File: config.mk
export PLATFORM = sky130hd
export DESIGN_NAME = brick_hit_tracker
export DESIGN_NICKNAME = d
export VERILOG_FILES = /design/src/rtl/brick_hit_tracker_pkg.sv /design/src/rtl/brick_hit_tracker_overlap.sv /design/src/rtl/brick_hit_tracker.sv
export SDC_FILE = /design/constraint.sdc
export NUM_CORES = 1
export LEC_CHECK = 0
export BUFFER_PORTS_ARGS = -buffer_cell sky130_fd_sc_hd__buf_2
export CAP_MARGIN = 0
export CORE_UTILIZATION = 25
export DETAILED_ROUTE_END_ITERATION = 8
export PLACE_DENSITY = 0.45
export SLEW_MARGIN = 30
export SYNTH_ARGS = -nofsm -noshare
export SYNTH_HDL_FRONTEND = slang
export SYNTH_SLANG_ARGS = --single-unit
File: constraint.sdc
create_clock -name clk -period 7.12 [get_ports clk]
set_clock_uncertainty 0.1 [all_clocks]
set_input_delay 0.712 -clock clk [delete_from_list [all_inputs] [get_ports clk]]
set_output_delay 0.712 -clock clk [all_outputs]
set_load 0.02 [all_outputs]
File: src/rtl/brick_hit_tracker_pkg.sv
// Shared brick-row geometry, scan FSM states and small helpers for the brick
// hit tracker, the renderer and the power bar.
package brick_hit_tracker_pkg;

  localparam int unsigned N_BRICKS    = 13;
  localparam int unsigned BRICK_X0    = 8;
  localparam int unsigned BRICK_W     = 44;
  localparam int unsigned BRICK_PITCH = 48;
  localparam int unsigned BRICK_Y0    = 40;
  localparam int unsigned BRICK_H     = 16;
  localparam int unsigned BALL_SIZE   = 8;

  localparam int unsigned COORD_W = 11;
  localparam int unsigned IDX_W   = 4;

  typedef enum logic [1:0] {
    ST_IDLE,
    ST_SCAN,
    ST_DONE
  } scan_state_t;

  function automatic logic [IDX_W-1:0] popcount(input logic [N_BRICKS-1:0] v);
    logic [IDX_W-1:0] c;
    c = '0;
    for (int unsigned i = 0; i < N_BRICKS; i++) begin
      c = c + {{(IDX_W-1){1'b0}}, v[i]};
    end
    return c;
  endfunction

endpackage

File: src/rtl/brick_hit_tracker_overlap.sv
// Combinational ball-vs-brick test: derives brick k's box from its index and
// checks inclusive-edge intersection with the ball box.
module brick_overlap
  import brick_hit_tracker_pkg::*;
#(
  parameter int unsigned X0    = BRICK_X0,
  parameter int unsigned W     = BRICK_W,
  parameter int unsigned PITCH = BRICK_PITCH,
  parameter int unsigned Y0    = BRICK_Y0,
  parameter int unsigned H     = BRICK_H,
  parameter int unsigned BALL  = BALL_SIZE
) (
  input  logic [COORD_W-1:0] ball_x,
  input  logic [COORD_W-1:0] ball_y,
  input  logic [IDX_W-1:0]   brick_idx,
  output logic               overlap
);

  // 12-bit arithmetic keeps ball_x + BALL-1 from wrapping near 2047
  logic [11:0] left, right, top, bottom;
  logic [11:0] bx_lo, bx_hi, by_lo, by_hi;

  assign left   = 12'(X0) + 12'(brick_idx) * 12'(PITCH);
  assign right  = left + 12'(W - 1);
  assign top    = 12'(Y0);
  assign bottom = 12'(Y0 + H - 1);

  assign bx_lo = {1'b0, ball_x};
  assign bx_hi = bx_lo + 12'(BALL - 1);
  assign by_lo = {1'b0, ball_y};
  assign by_hi = by_lo + 12'(BALL - 1);

  assign overlap = (bx_lo <= right) && (bx_hi >= left) &&
                   (by_lo <= bottom) && (by_hi >= top);

endmodule

File: src/rtl/brick_hit_tracker.sv
// Per-frame brick collision scanner: latches the ball at refr_tick, walks the
// bricks in index order and clears the first live overlapping one.
module brick_hit_tracker
  import brick_hit_tracker_pkg::*;
(
  input  logic                clk,
  input  logic                reset,
  input  logic                refr_tick,
  input  logic                game_start,
  input  logic [COORD_W-1:0]  ball_x,
  input  logic [COORD_W-1:0]  ball_y,
  output logic [N_BRICKS-1:0] brick_alive,
  output logic [IDX_W-1:0]    bricks_left,
  output logic                all_cleared,
  output logic                hit,
  output logic [IDX_W-1:0]    hit_idx,
  output logic                scan_busy
);

  scan_state_t state, state_nxt;

  logic [IDX_W-1:0]    idx;
  logic [COORD_W-1:0]  lat_x, lat_y;
  logic [N_BRICKS-1:0] alive_nxt;
  logic                overlap;
  logic                last_idx;
  logic                clear_now;
  logic                start_scan;

  brick_overlap u_overlap (
    .ball_x    (lat_x),
    .ball_y    (lat_y),
    .brick_idx (idx),
    .overlap   (overlap)
  );

  assign last_idx   = (idx == IDX_W'(N_BRICKS - 1));
  assign clear_now  = (state == ST_SCAN) && brick_alive[idx] && overlap;
  assign start_scan = (state == ST_IDLE) && refr_tick && !game_start;

  always_comb begin
    state_nxt = state;
    unique case (state)
      ST_IDLE: if (refr_tick) state_nxt = ST_SCAN;
      ST_SCAN: if (clear_now || last_idx) state_nxt = ST_DONE;
      ST_DONE: state_nxt = ST_IDLE;
      default: state_nxt = ST_IDLE;
    endcase
    if (game_start) state_nxt = ST_IDLE;
  end

  always_comb begin
    alive_nxt = brick_alive;
    if (game_start) begin
      alive_nxt = '1;
    end else if (clear_now) begin
      alive_nxt[idx] = 1'b0;
    end
  end

  always_ff @(posedge clk) begin
    if (reset) begin
      state       <= ST_IDLE;
      idx         <= '0;
      lat_x       <= '0;
      lat_y       <= '0;
      brick_alive <= '1;
      bricks_left <= IDX_W'(N_BRICKS);
      hit         <= 1'b0;
      hit_idx     <= '0;
    end else begin
      state       <= state_nxt;
      brick_alive <= alive_nxt;
      // count follows the next alive vector so both move on the same edge
      bricks_left <= popcount(alive_nxt);
      hit         <= clear_now && !game_start;
      if (clear_now && !game_start) hit_idx <= idx;
      if (state == ST_IDLE && refr_tick) begin
        lat_x <= ball_x;
        lat_y <= ball_y;
        idx   <= '0;
      end else if (state == ST_SCAN && !clear_now && !last_idx) begin
        idx <= idx + 1'b1;
      end
    end
  end

  assign all_cleared = (bricks_left == '0);
  // busy also covers the accepting cycle, so a no-hit frame reads busy for N_BRICKS+2 cycles
  assign scan_busy   = (state != ST_IDLE) || (start_scan && !reset);

endmodule

# Word-level counts from Yosys, hierarchy flattened

Cells that the tools add are included.
Widths: inputs -> output; s select.

Shift operators: 0
Add/subtract/negate cells: 17
Multiplexer cells: 9
Magnitude comparators: 6
Equality and inequality tests: 4
Div/mod/pow operators: 0
Multiply operators: 1
Reduce and logical (&&, ||, !) cells: 24
Bitwise logic cells: 2

Operator list:

| cell                  | count |
|---|---|
| $add 4x1->4           | 9 |
| $mux 13               | 2 |
| $add 11x3->12 const B | 2 |
| $and 13x13->13        | 1 |
| $not 13->13           | 1 |
| $add 12x6->12 const B | 1 |
| $ge 12x12->1          | 1 |
| $ge 12x6->1 const B   | 1 |
| $le 11x12->1          | 1 |
| $logic_and 1x1->1     | 12 |
| $add 4x10->11 const A | 1 |
| $le 11x6->1 const B   | 1 |
| $mul 4x2->6 const B   | 1 |
| $lt 4x5->1 const B    | 1 |
| $add 3x1->4           | 1 |
| $add 4x1->4 const B   | 1 |
| $bmux 1 s4            | 1 |
| $demux 1 s4           | 1 |
| $eq 4x4->1 const B    | 1 |
| $ge 4x1->1 const B    | 1 |
| $logic_not 1->1       | 4 |
| $logic_not 4->1       | 1 |
| $mux 2                | 2 |
| $pmux 2 s2            | 1 |
| other kinds (11)      | 14 |

Latch bits: 0
Memories: 0
Output and inout bits: 24
Word-level logic and storage cells: 71
Memory bits (read-only): 0
Bits in writable memories: 0
Input bits: 26
Flip-flop bits (word level): 50

# Depth between registers and ports, before layout

Depth in word-level cells: 22
Depth in mapped cells: 23

# By module

A second synthesis with hierarchy kept.

Cells, all modules: 353
Area, all modules: 3040.4 sq um

By module, submodules not included:

| module            | seq. area each (sq um) | area an instance (sq um) | times used | cells an instance |
|---|---|---|---|---|
| brick_hit_tracker | 1001.0                 | 2363.5                   | 1          | 267 |
| brick_overlap     | 0.0                    | 676.9                    | 1          | 86 |

# Least setup slack after synthesis

OpenSTA, ideal clock, no wires.

Path kind: register to register
From: reg idx[1]
To: reg bricks_left[2]
Library setup time: 0.117 ns
Period minus slack after synthesis: 6.626 ns
Arrival time: 6.409 ns
Cell stages (with the launch flop): 24
Required time: 6.903 ns
Path slack: 0.494 ns
Path through: dfxtp_1 ha_1 inv_1 fa_1 xor2_1 or3_1 or3_1 ha_1 nand3_1 or3_1 o211ai_1 o2111ai_4 buf_6 o21ai_1 nor2b_1 fa_1 fa_1 fa_1 fa_1 inv_1 fa_1 fa_1 xnor2_1 nand2b_1

Word-level cells in the longest chain between the ends: 22
Elaborated cells between the ends (all ways): 33
Classes of those cells: add/sub (14); mul (1); order compare (4); mux (6); bitwise (2); reduce/logical (6)

Ends and longest elaborated chain:

| element                         | RTL line                        | text |
|---|---|---|
| start, declared                 | brick_hit_tracker.sv:22         | `logic [IDX_W-1:0] idx;` |
| start signal, assigned          | brick_hit_tracker.sv:83         | `idx <= idx + 1'b1;` |
| $mul 4x2->6                     | brick_hit_tracker_overlap.sv:23 | `assign left = 12'(X0) + 12'(brick_idx) * 12'(PITCH);` |
| $add 4x10->11                   | brick_hit_tracker_overlap.sv:23 |  |
| $add 12x6->12                   | brick_hit_tracker_overlap.sv:24 | `assign right = left + 12'(W - 1);` |
| $le 11x12->1                    | brick_hit_tracker_overlap.sv:33 | `assign overlap = (bx_lo <= right) && (bx_hi >= left) &&` |
| $logic_and 1x1->1 (2 in series) | brick_hit_tracker_overlap.sv:33 |  |
| $logic_and 1x1->1               | brick_hit_tracker_overlap.sv:34 | `(by_lo <= bottom) && (by_hi >= top);` |
| $logic_and 1x1->1               | brick_hit_tracker.sv:38         | `assign clear_now = (state == ST_SCAN) && brick_alive[idx] && overlap;` |
| $mux 13 (*)                     | brick_hit_tracker.sv:56         | `end else if (clear_now) begin` |
| $mux 13 (*)                     | brick_hit_tracker.sv:54         | `if (game_start) begin` |
| $add 1x1->2                     | brick_hit_tracker_pkg.sv:26     | `c = c + {{(IDX_W-1){1'b0}}, v[i]};` |
| $add 2x1->3                     | brick_hit_tracker_pkg.sv:26     |  |
| $add 3x1->4                     | brick_hit_tracker_pkg.sv:26     |  |
| $add 4x1->4 (8 in series)       | brick_hit_tracker_pkg.sv:26     |  |
| $add 4x1->4 (*)                 | brick_hit_tracker_pkg.sv:26     |  |
| end signal, assigned            | brick_hit_tracker.sv:68         | `bricks_left <= IDX_W'(N_BRICKS);` |
| end signal, assigned            | brick_hit_tracker.sv:75         | `bricks_left <= popcount(alive_nxt);` |
| end, declared                   | brick_hit_tracker.sv:13         | `output logic [IDX_W-1:0] bricks_left,` |

Every way passes the cells marked *; elsewhere a longest branch is shown, timed or not. The select of a mux whose other input is x is not followed.
A chain may end at the register's enable or synchronous reset.

# Worst setup path in the final report

Same ends and word-level chain as after synthesis.

==> flow_metrics.tcl <==
set metrics [dict create \
    status "finished, final reports clean" \
    timing.rr.end "bricks_left[2]$_SDFF_PP1_" \
    rsz0062_at_grt "false" \
    power.density_nw_per_um2 167 \
    clockBufferDepth 2 \
    max_slew_margin_pct 33.6 \
    routed_wl_um 7590 \
    clkPwrFrac_pct 39.8 \
    seq_area_sq_um 1000 \
    p_comb_share_pct 11.4 \
    worstPathMaxFanout 5 \
    dieArea_sq_um 12500 \
    core_area_sq_um 11600 \
    yosys_warnings 0 \
    layout-drive-gt1-share_pct 22.0 \
    numClockSinks 50 \
    ios 50 \
    whs_path_depth 2 \
    area_growth_pct 20.8 \
    cts-root-buf "clkbuf_16" \
    final_cell_mix "85 x nand2_1, 49 x buf_2, 48 x dfxtp_1, 30 x a21oi_1, 28 x ha_1" \
    grt_pass1_wl_um 12200 \
    worst_slack_ns 0.370 \
    critPathLaunchType "register" \
    grt_antenna_before_repair 0 \
    hold_end "lat_y[7]$_SDFFE_PP0P_" \
    arrival_ns 6.84 \
    syn_area_per_cell_sq_um 8.59 \
    criticalPathCategory "reg2reg" \
    yosysUniqueCellTypes 44 \
    min_from "lat_y[7]$_SDFFE_PP0P_" \
    die_w_um 112 \
    synth_seq_area_share_pct 33.3 \
    hold_violations 0 \
    multi_input_area_sq_um 1930 \
    ant_nets 0 \
    grt_max_degree 38 \
    cts_tree "done" \
    r2r-start "idx[1]$_SDFFE_PP0P_" \
    worstHoldPathType "reg2reg" \
    fill_cells 1213 \
    required_ns 7.21 \
    power.leakage_nw 1.47 \
    synth_area_sq_um 3010 \
    grt_overflow_total 0 \
    path_clk_slew_ns 0.07 \
    p_int_uw 447 \
    clk_latency_ns 0.29 \
    ctsHoldBuffers 0 \
    diodes 0 \
    fin_nets 467 \
    first_pass_iters 4 \
    num_rows 39 \
    preCtsSetupSlack_ns 0.208 \
    syn-num-nets 414 \
    grt_pass1_vias 2450 \
    maxCapViolations 0 \
    initial_core_util_pct 26.0 \
    endpoint_kind "register" \
    track_usage_pct 12.4 \
    setup_violations 0 \
    r2r_cells 22 \
    io_buffers 49 \
    netSwitchingFraction_pct 26.3 \
    switchingPower_uw 159 \
    wl_per_cell_um 13.9 \
    worst_pin_slew_ns 0.992 \
    ys_seq_elements 50 \
    drc 0 \
    fin_tns_setup_ns 0 \
    finalCriticalPeriod_ns 6.75 \
    synthCells 350 \
    seq_power_share_pct 48.8 \
    gp_congestion 0.809 \
    period_share_pct 94.8 \
    ir_worst_vdd_v 0.0000786 \
    cts_buffers 5 \
    hpwlAfterDp_um 5740 \
    htree_levels 2 \
    drt_iter0_drc 107 \
    slew_viol_final 0 \
    r2r_setup_slack_ns 0.37 \
    final_common_cell "nand2_1" \
    vias 2537 \
    via_per_inst 4.64 \
    dieHeight_um 112 \
    clock.fmax_mhz 148 \
]
==> layout make-up <==
class | instances | area share [%]
multi-input cells | 272 | 53.0
flip-flops and latches | 50 | 27.6
repair buffers | 59 | 8.82
well taps | 143 | 4.93
clock buffers | 5 | 3.45
inverters | 15 | 1.55
clock inverters | 3 | 0.586
==> metal layers <==
metal,part of all wire [%],global-route usage [%]
met1,47,16.1
met3,2.4,2.34
met5,0,0
met2,49,20.6
met4,1.6,4.23
==> power groups by stage <==
stage	logic [mW]	registers, mW	clock network [mW]
finish	0.0693	0.295	0.241
global route	0.0784	0.297	0.261
CTS	0.0689	0.296	0.250
detailed placement	0.0683	0.302	0
global placement	0.0680	0.302	0
floorplan	0.0493	0.300	0
==> synth_stat cells (all sizes together) <==
cell type | number | area, sq um
and3 | 1 | 6.26
or3 | 3 | 18.8
and2 | 1 | 6.26
buf | 3 | 26.3
a211oi | 2 | 15.0
o221ai | 1 | 8.76
o21a | 3 | 22.5
nand2b | 9 | 56.3
nand3 | 7 | 35.0
a211o | 1 | 8.76
nor2b | 11 | 68.8
xor2 | 6 | 52.6
nand4 | 2 | 12.5
o41ai | 4 | 35.0
nand2 | 85 | 319
inv | 15 | 56.3
or2 | 2 | 12.5
mux2 | 2 | 22.5
nand4bb | 1 | 11.3
o211ai | 2 | 15.0
fa | 9 | 180
mux2i | 4 | 40.0
dfxtp | 50 | 1000
mux4 | 2 | 45.0
nor4 | 5 | 43.8
nor2 | 10 | 37.5
xnor2 | 8 | 70.1
nor4bb | 1 | 10.0
a31oi | 2 | 12.5
nor3 | 3 | 15.0
o2111ai | 1 | 26.3
o31a | 1 | 8.76
a21oi | 30 | 150
ha | 29 | 363
or4 | 2 | 15.0
and4 | 2 | 22.5
a21o | 2 | 15.0
clkbuf | 11 | 41.3
o21ai | 15 | 75.1
nand4b | 1 | 8.76
a2bb2oi | 1 | 15.0
==> critical path, cell delays in order (launching register included) <==
cell and delay (ns):
dfxtp_2 0.35, ha_2 0.19, inv_1 0.06, fa_2 0.36, xor2_2 0.21, or3_4 0.35
or3_1 0.35, ha_1 0.32, nand3_1 0.10, or3_1 0.34, o211ai_1 0.20, o2111ai_2 0.29
o21ai_1 0.23, nor2b_1 0.21, fa_1 0.43, fa_1 0.53, fa_1 0.44, fa_1 0.49
inv_1 0.05, fa_1 0.40, fa_1 0.39, xnor2_1 0.16, nand2b_1 0.07
==> sequential cells by signal, indices dropped and copies added (netlist names) <==
signal / count
lat_x: 11
lat_y: 11
bricks_left: 4
idx: 4
brick_alive: 13
state: 2
hit_idx: 4
hit: 1
==> how the worst max path moves through the flow <==
stage                                   start                        end  slack (ns)  cells after the start
final                     idx[1]$_SDFFE_PP0P_  bricks_left[2]$_SDFF_PP1_        0.37                     22
after global routing      idx[0]$_SDFFE_PP0P_  bricks_left[2]$_SDFF_PP1_        0.02                     23
after CTS                 idx[1]$_SDFFE_PP0P_  bricks_left[2]$_SDFF_PP1_        0.17                     23
after detailed placement  idx[1]$_SDFFE_PP0P_  bricks_left[2]$_SDFF_PP1_        0.21                     23
after global placement    idx[1]$_SDFFE_PP0P_  bricks_left[2]$_SDFF_PP1_        0.31                     23
after floorplan           idx[1]$_SDFFE_PP0P_  bricks_left[2]$_SDFF_PP1_        0.49                     23
==> cell families after synthesis <==
logic type,Yosys count,share of synthesized area [%]
xor gates and xnor gates,14,4.08
muxes,8,3.58
and+or+nand+nor,146,23.3
adders and majority gates,38,18.1
buffers and inverters,29,4.12
AOI/OAI and AO/OA,65,13.6
DFF,50,33.3
==> metrics by stage <==
stage | cells | utilization, % | total power, mW | area, sq um | hold slack, ns
3_5_place_dp | 535 | 29.6 | 0.371 | 3420 | 0.346
2_1_floorplan | 350 | - | 0.349 | 3010 | 0.331
6_report | 547 | 31.4 | 0.606 | 3630 | 0.354
5_1_grt | 547 | 31.4 | 0.636 | 3630 | 0.378
4_1_cts | 543 | 30.8 | 0.615 | 3570 | 0.356
3_3_place_gp | 535 | 29.6 | 0.370 | 3420 | 0.341
==> repair_timing <==
item | 4_1_cts | 5_1_grt
setup endpoints to repair | 0 | 3
gates resized for setup | 0 | 11
setup buffers | 0 | 3
(Power assumes the default switching activity.)
